<file path="src/rtl/regfile_port_arbiter.sv">
// rtl/regfile_port_arbiter.sv - init sweep plus core/debug arbitration of the register file write and RS2 ports
module regfile_port_arbiter #(
    parameter int DATA_WIDTH   = 32,
    parameter int ADDR_WIDTH   = 5,
    parameter int NUM_REGS     = 32,
    parameter int STARVE_LIMIT = 4
) (
    input  logic                  clk,
    input  logic                  rst_n,
    input  logic                  core_wr_valid,
    input  logic [ADDR_WIDTH-1:0] core_wr_addr,
    input  logic [DATA_WIDTH-1:0] core_wr_data,
    output logic                  core_wr_ready,
    input  logic [ADDR_WIDTH-1:0] core_rs2_addr,
    output logic                  core_stall,
    input  logic                  dbg_req_valid,
    input  logic                  dbg_req_write,
    input  logic [ADDR_WIDTH-1:0] dbg_req_addr,
    input  logic [DATA_WIDTH-1:0] dbg_req_wdata,
    output logic                  dbg_req_ready,
    output logic                  dbg_rsp_valid,
    output logic [DATA_WIDTH-1:0] dbg_rsp_rdata,
    output logic [ADDR_WIDTH-1:0] rf_write_address,
    output logic [DATA_WIDTH-1:0] rf_data_input,
    output logic                  rf_enable,
    output logic [ADDR_WIDTH-1:0] rf_read_address_RS2,
    input  logic [DATA_WIDTH-1:0] rf_data_output_RS2,
    output logic                  init_done
);

    typedef enum logic {
        ST_INIT = 1'b0,
        ST_RUN  = 1'b1
    } state_e;

    localparam int STARVE_W = (STARVE_LIMIT < 1) ? 1 : $clog2(STARVE_LIMIT + 1);
    localparam logic [STARVE_W-1:0]   STARVE_MAX = STARVE_W'(STARVE_LIMIT);
    localparam logic [ADDR_WIDTH-1:0] LAST_REG   = ADDR_WIDTH'(NUM_REGS - 1);

    state_e                state_q, state_d;
    logic [ADDR_WIDTH-1:0] cnt_q, cnt_d;
    logic [STARVE_W-1:0]   starve_q, starve_d;
    logic                  init_done_q, init_done_d;
    logic                  rsp_valid_q, rsp_valid_d;
    logic [DATA_WIDTH-1:0] rsp_rdata_q, rsp_rdata_d;

    logic                  grant_dbg;
    logic                  grant_core;
    logic                  wr_req;
    logic [ADDR_WIDTH-1:0] wr_addr;
    logic [DATA_WIDTH-1:0] wr_data;
    logic [ADDR_WIDTH-1:0] rd_addr;
    logic                  core_ready_c;
    logic                  dbg_ready_c;
    logic                  stall_c;

    always_ff @(posedge clk or negedge rst_n) begin
        if (!rst_n) begin
            state_q     <= ST_INIT;
            cnt_q       <= '0;
            starve_q    <= '0;
            init_done_q <= 1'b0;
            rsp_valid_q <= 1'b0;
            rsp_rdata_q <= '0;
        end else begin
            state_q     <= state_d;
            cnt_q       <= cnt_d;
            starve_q    <= starve_d;
            init_done_q <= init_done_d;
            rsp_valid_q <= rsp_valid_d;
            rsp_rdata_q <= rsp_rdata_d;
        end
    end

    always_comb begin
        state_d      = state_q;
        cnt_d        = cnt_q;
        starve_d     = starve_q;
        init_done_d  = init_done_q;
        rsp_valid_d  = 1'b0;
        rsp_rdata_d  = rsp_rdata_q;
        grant_dbg    = 1'b0;
        grant_core   = 1'b0;
        wr_req       = 1'b0;
        wr_addr      = core_wr_addr;
        wr_data      = core_wr_data;
        rd_addr      = core_rs2_addr;
        core_ready_c = 1'b0;
        dbg_ready_c  = 1'b0;
        stall_c      = 1'b1;

        case (state_q)
            ST_INIT: begin
                wr_req  = 1'b1;
                wr_addr = cnt_q;
                wr_data = '0;
                cnt_d   = cnt_q + 1'b1;
                if (cnt_q == LAST_REG) begin
                    state_d     = ST_RUN;
                    init_done_d = 1'b1;
                    cnt_d       = '0;
                end
            end
            ST_RUN: begin
                // Debug only beats a concurrent core write once it has waited out the starve limit.
                grant_dbg  = dbg_req_valid && (!core_wr_valid || (starve_q == STARVE_MAX));
                grant_core = core_wr_valid && !grant_dbg;
                stall_c    = 1'b0;

                if (grant_dbg) begin
                    dbg_ready_c = 1'b1;
                    stall_c     = 1'b1;
                    wr_addr     = dbg_req_addr;
                    wr_data     = dbg_req_wdata;
                    rsp_valid_d = 1'b1;
                    if (dbg_req_write) begin
                        wr_req      = 1'b1;
                        rsp_rdata_d = '0;
                    end else begin
                        rd_addr     = dbg_req_addr;
                        rsp_rdata_d = rf_data_output_RS2;
                    end
                end else if (grant_core) begin
                    core_ready_c = 1'b1;
                    wr_req       = 1'b1;
                end

                if (!dbg_req_valid || grant_dbg) begin
                    starve_d = '0;
                end else if (starve_q != STARVE_MAX) begin
                    starve_d = starve_q + 1'b1;
                end
            end
            default: begin
                state_d = ST_INIT;
            end
        endcase
    end

    // x0 stays hardwired to zero once the sweep is over; the handshake still completes.
    assign rf_enable           = rst_n && wr_req && ((state_q == ST_INIT) || (wr_addr != '0));
    assign rf_write_address    = wr_addr;
    assign rf_data_input       = wr_data;
    assign rf_read_address_RS2 = rd_addr;
    assign core_wr_ready       = rst_n && core_ready_c;
    assign dbg_req_ready       = rst_n && dbg_ready_c;
    assign core_stall          = !rst_n || stall_c;
    assign init_done           = init_done_q;
    assign dbg_rsp_valid       = rsp_valid_q;
    assign dbg_rsp_rdata       = rsp_rdata_q;

endmodule

</file>
<file path="config.mk">
export PLATFORM = sky130hd
export DESIGN_NAME = regfile_port_arbiter
export DESIGN_NICKNAME = d
export VERILOG_FILES = /design/src/rtl/regfile_port_arbiter.sv
export SDC_FILE = /design/constraint.sdc
export NUM_CORES = 1
export LEC_CHECK = 0
export BUFFER_PORTS_ARGS = -buffer_cell sky130_fd_sc_hd__buf_2
export CAP_MARGIN = 20
export CORE_UTILIZATION = 42
export CTS_CLUSTER_DIAMETER = 30
export DETAILED_ROUTE_END_ITERATION = 8
export PLACE_DENSITY = 0.84
export SLEW_MARGIN = 40
export SYNTH_ARGS = -nofsm -noshare
export SYNTH_HDL_FRONTEND = slang
export SYNTH_SLANG_ARGS = --single-unit
export TNS_END_PERCENT = 50
</file>
<file path="constraint.sdc">
create_clock -name clk -period 4.3 [get_ports clk]
set_input_delay 0.645 -clock clk [delete_from_list [all_inputs] [get_ports clk]]
set_output_delay 0.645 -clock clk [all_outputs]
set_load 0.01 [all_outputs]
</file>
==> results.cfg <==
[status]
status = finished clean

[clock_tree]
cts-root-buf = clkbuf_8
clk_path_buf_depth = 2
cts_resized = 0
cts.sinks = 43
insertion_delay_ps = 290
clk_pin_slew_ps = 80
htreeDepth = 2
hold_buffers = 0
cts_setup_buffers = 0
cts_tree = yes
numCtsBuffers = 5

[synthesis]
synth_cell_types = 28
synth_fp_nets = 373
post-synth-top-area-cell = dfrtp_1
syn_avg_cell_area_sq_um = 9.35
synthFlopType = dfrtp_1
ys_ff_latch = 43
ys_seq_area_share_pct = 45.5
ys_top_cells_by_count = nand2_1 (69), dfrtp_1 (43), a22o_1 (32), nand3b_1 (32), clkbuf_1 (10)
synth_edf_count = 0
syn_area_sq_mm = 0.00237
synthArstFlopShare_pct = 100
ys_warn_count = 0
postSynthCellCount = 253
synth_most_common_cell = nand2_1
synth_top_area_share_pct = 45.5
netlist_top_cells_area = dfrtp_1 (45%), a22o_1 (12%), nand2_1 (11%), nand3b_1 (10%), mux2_2 (3.3%)

[finish]
area.growth.synth_to_final_pct = 47.2
drive_above_1_share_pct = 49.3
finalInstanceArea_sq_mm = 0.00348
regArea_sq_mm = 0.00108
fillers = 464
nNetsFinal = 559
multi_input_area_sq_mm = 0.00118
antenna_cells = 0

[critical_path]
cp-endpoint = rf_enable
reg2reg_depth = 5
reg2reg_slack_ps = 1850
critical_path.startpoint = starve_q[0]
worstSetupEndpointType = primary output
worstPathArrival_ps = 2640
crit_path_start_kind = register
crit_fanout = 41
r2r_start = state_q
regToRegEndpoint = dbg_rsp_rdata[8]
critPathKind = register to primary output
required_ps = 3650

[detailed_routing]
routed_wl_um = 7470
detail_route.first_pass.iterations = 4
wl_per_cell_um = 14.6
drtIter0Drc = 103
drc = 0
avgViaCountPerCell = 5.15
vias = 2627
ant_nets = 0

[power]
pwr-share-clk_pct = 29.9
cellLeakagePower_nw = 2.07
p_int_w = 0.000736
p_seq_share_pct = 43.8
switching_share_pct = 28.8
p_total_w = 0.00103
ir_drop_uv = 231
p_switching_w = 0.000297
p_comb_share_pct = 26.3
p_per_area_mw_per_mm2 = 297

[floorplan]
initial_core_util_pct = 44.9
die_w_um = 77.1
die_h_um = 77.1
core_sq_mm = 0.00527
num_rows = 26
die-area_sq_mm = 0.00594
ios = 196

[placement]
portBuffers = 195
place_congestion = 0.807
dp_hpwl_um = 5780
place_area_sq_mm = 0.00337

[global_route]
antenna_found_initial = 0
first_global_vias = 2487
grt-ovfl-total = 0
grt_max_degree = 42
grt_usage_pct = 25.1
grt_pass1_wl_um = 11900

[timing]
tightest_slew_ps = 621
grt_setup_unrepaired = false
relSlewSlack_pct = 58.6
hold_viol_final = 0
final.min_clock_period_ps = 3280
fin_crit_sh_pct = 76.3
finalSetupViolCount = 0
slew_violations = 0
finalSetupTns_ps = 0
fmax_mhz = 305
skew_ps = 5.60

[worst_hold_path]
hp-class = input port to asynchronous set/reset pin

[flow_run]
drv_cap = 0
worst max-delay path, cell delays in order (launching register included):
cell and delay, ps:
dfrtp_1 350, inv_1 70, ha_1 210, a21bo_2 250
nand3_4 340, inv_4 250, a221o_1 430, nor3_1 190
a21oi_1 80, buf_2 150
power by group through the flow:
stage / sequential, W / clock [W] / combinational [W]
global placement: 0.000460 / 0 / 0.000266
global route: 0.000457 / 0.000333 / 0.000298
finish: 0.000453 / 0.000309 / 0.000272
floorplan: 0.000477 / 0 / 0.000110
detailed placement: 0.000461 / 0 / 0.000271
CTS: 0.000453 / 0.000316 / 0.000272
cell usage in the layout (no fill, tap or decap):
master	netlist	layout
dfrtp_1	43	43
ha_1	4	4
o22ai_1	1	1
nand3b_1	32	32
and3_1	2	2
nor2_1	4	4
inv_1	6	6
buf_2	9	195
a21oi_1	1	1
nand4_1	3	3
o221ai_1	1	1
a22oi_1	1	1
nor2b_1	4	4
bufinv_16	0	1
a21boi_0	1	1
nand3_4	1	1
and2_1	1	1
nand2_1	69	69
a21o_1	2	2
buf_4	0	3
a31oi_1	1	1
a21oi_2	1	1
a221o_1	5	5
mux2_2	7	7
a21bo_2	1	1
a22o_1	32	32
clkinv_2	0	1
inv_4	1	1
nor3_1	2	2
clkinv_4	0	1
o21ai_0	8	8
clkbuf_8	0	5
registers in the layout, indices dropped and copies added, names as in the netlist:
| name | cells |
|---|---|
| cnt_q | 5 |
| dbg_rsp_rdata | 32 |
| dbg_rsp_valid | 1 |
| init_done | 1 |
| starve_q | 3 |
| state_q | 1 |
stage by stage:
stage	cells	setup WS (ps)	hold WS [ps]	util [%]
after floorplan	253	1900	349	-
after global placement	502	1240	446	63.9
after detailed placement	502	1200	443	63.9
after CTS	510	1020	217	66.1
after global routing	510	822	210	66.1
final	510	1020	210	66.1
area by class of cell:
cell class / instances / share of cell area [%]
Clock buffer: 5 / 1.98
Timing Repair Buffer: 198 / 28.7
Tap cell: 70 / 2.52
Sequential cell: 43 / 30.9
Multi-Input combinational cell: 184 / 33.8
Inverter: 7 / 0.826
Clock inverter: 3 / 1.26
worst min-delay path by stage:
stage | to | slack [ps] | cells after the start
finish | cnt_q[3] | 210 | 1
global route | cnt_q[3] | 210 | 1
CTS | cnt_q[3] | 220 | 1
detailed placement | init_done | 440 | 1
global placement | init_done | 450 | 1
floorplan | cnt_q[0] | 350 | 0
layer usage:
layer / vias to the layer above / wire (um) / track usage [%]
met3: 6 / 643 / 7.50
met5: - / 0 / 0
li1: 1266 / - / -
met4: 0 / 36 / 4.15
met1: 1229 / 3230 / 32.2
met2: 126 / 3560 / 42.4
cells by family after synthesis:
family / count (synthesis) / share of synthesized area [%]
AND/OR/NAND/NOR: 118 / 25.5
AO/OA/AOI/OAI: 55 / 18.8
flip-flops: 43 / 45.5
buffers and inverters: 26 / 4.71
multiplexers: 7 / 3.33
adder cells (fa/ha/maj): 4 / 2.12
(Power assumes the default switching activity.)
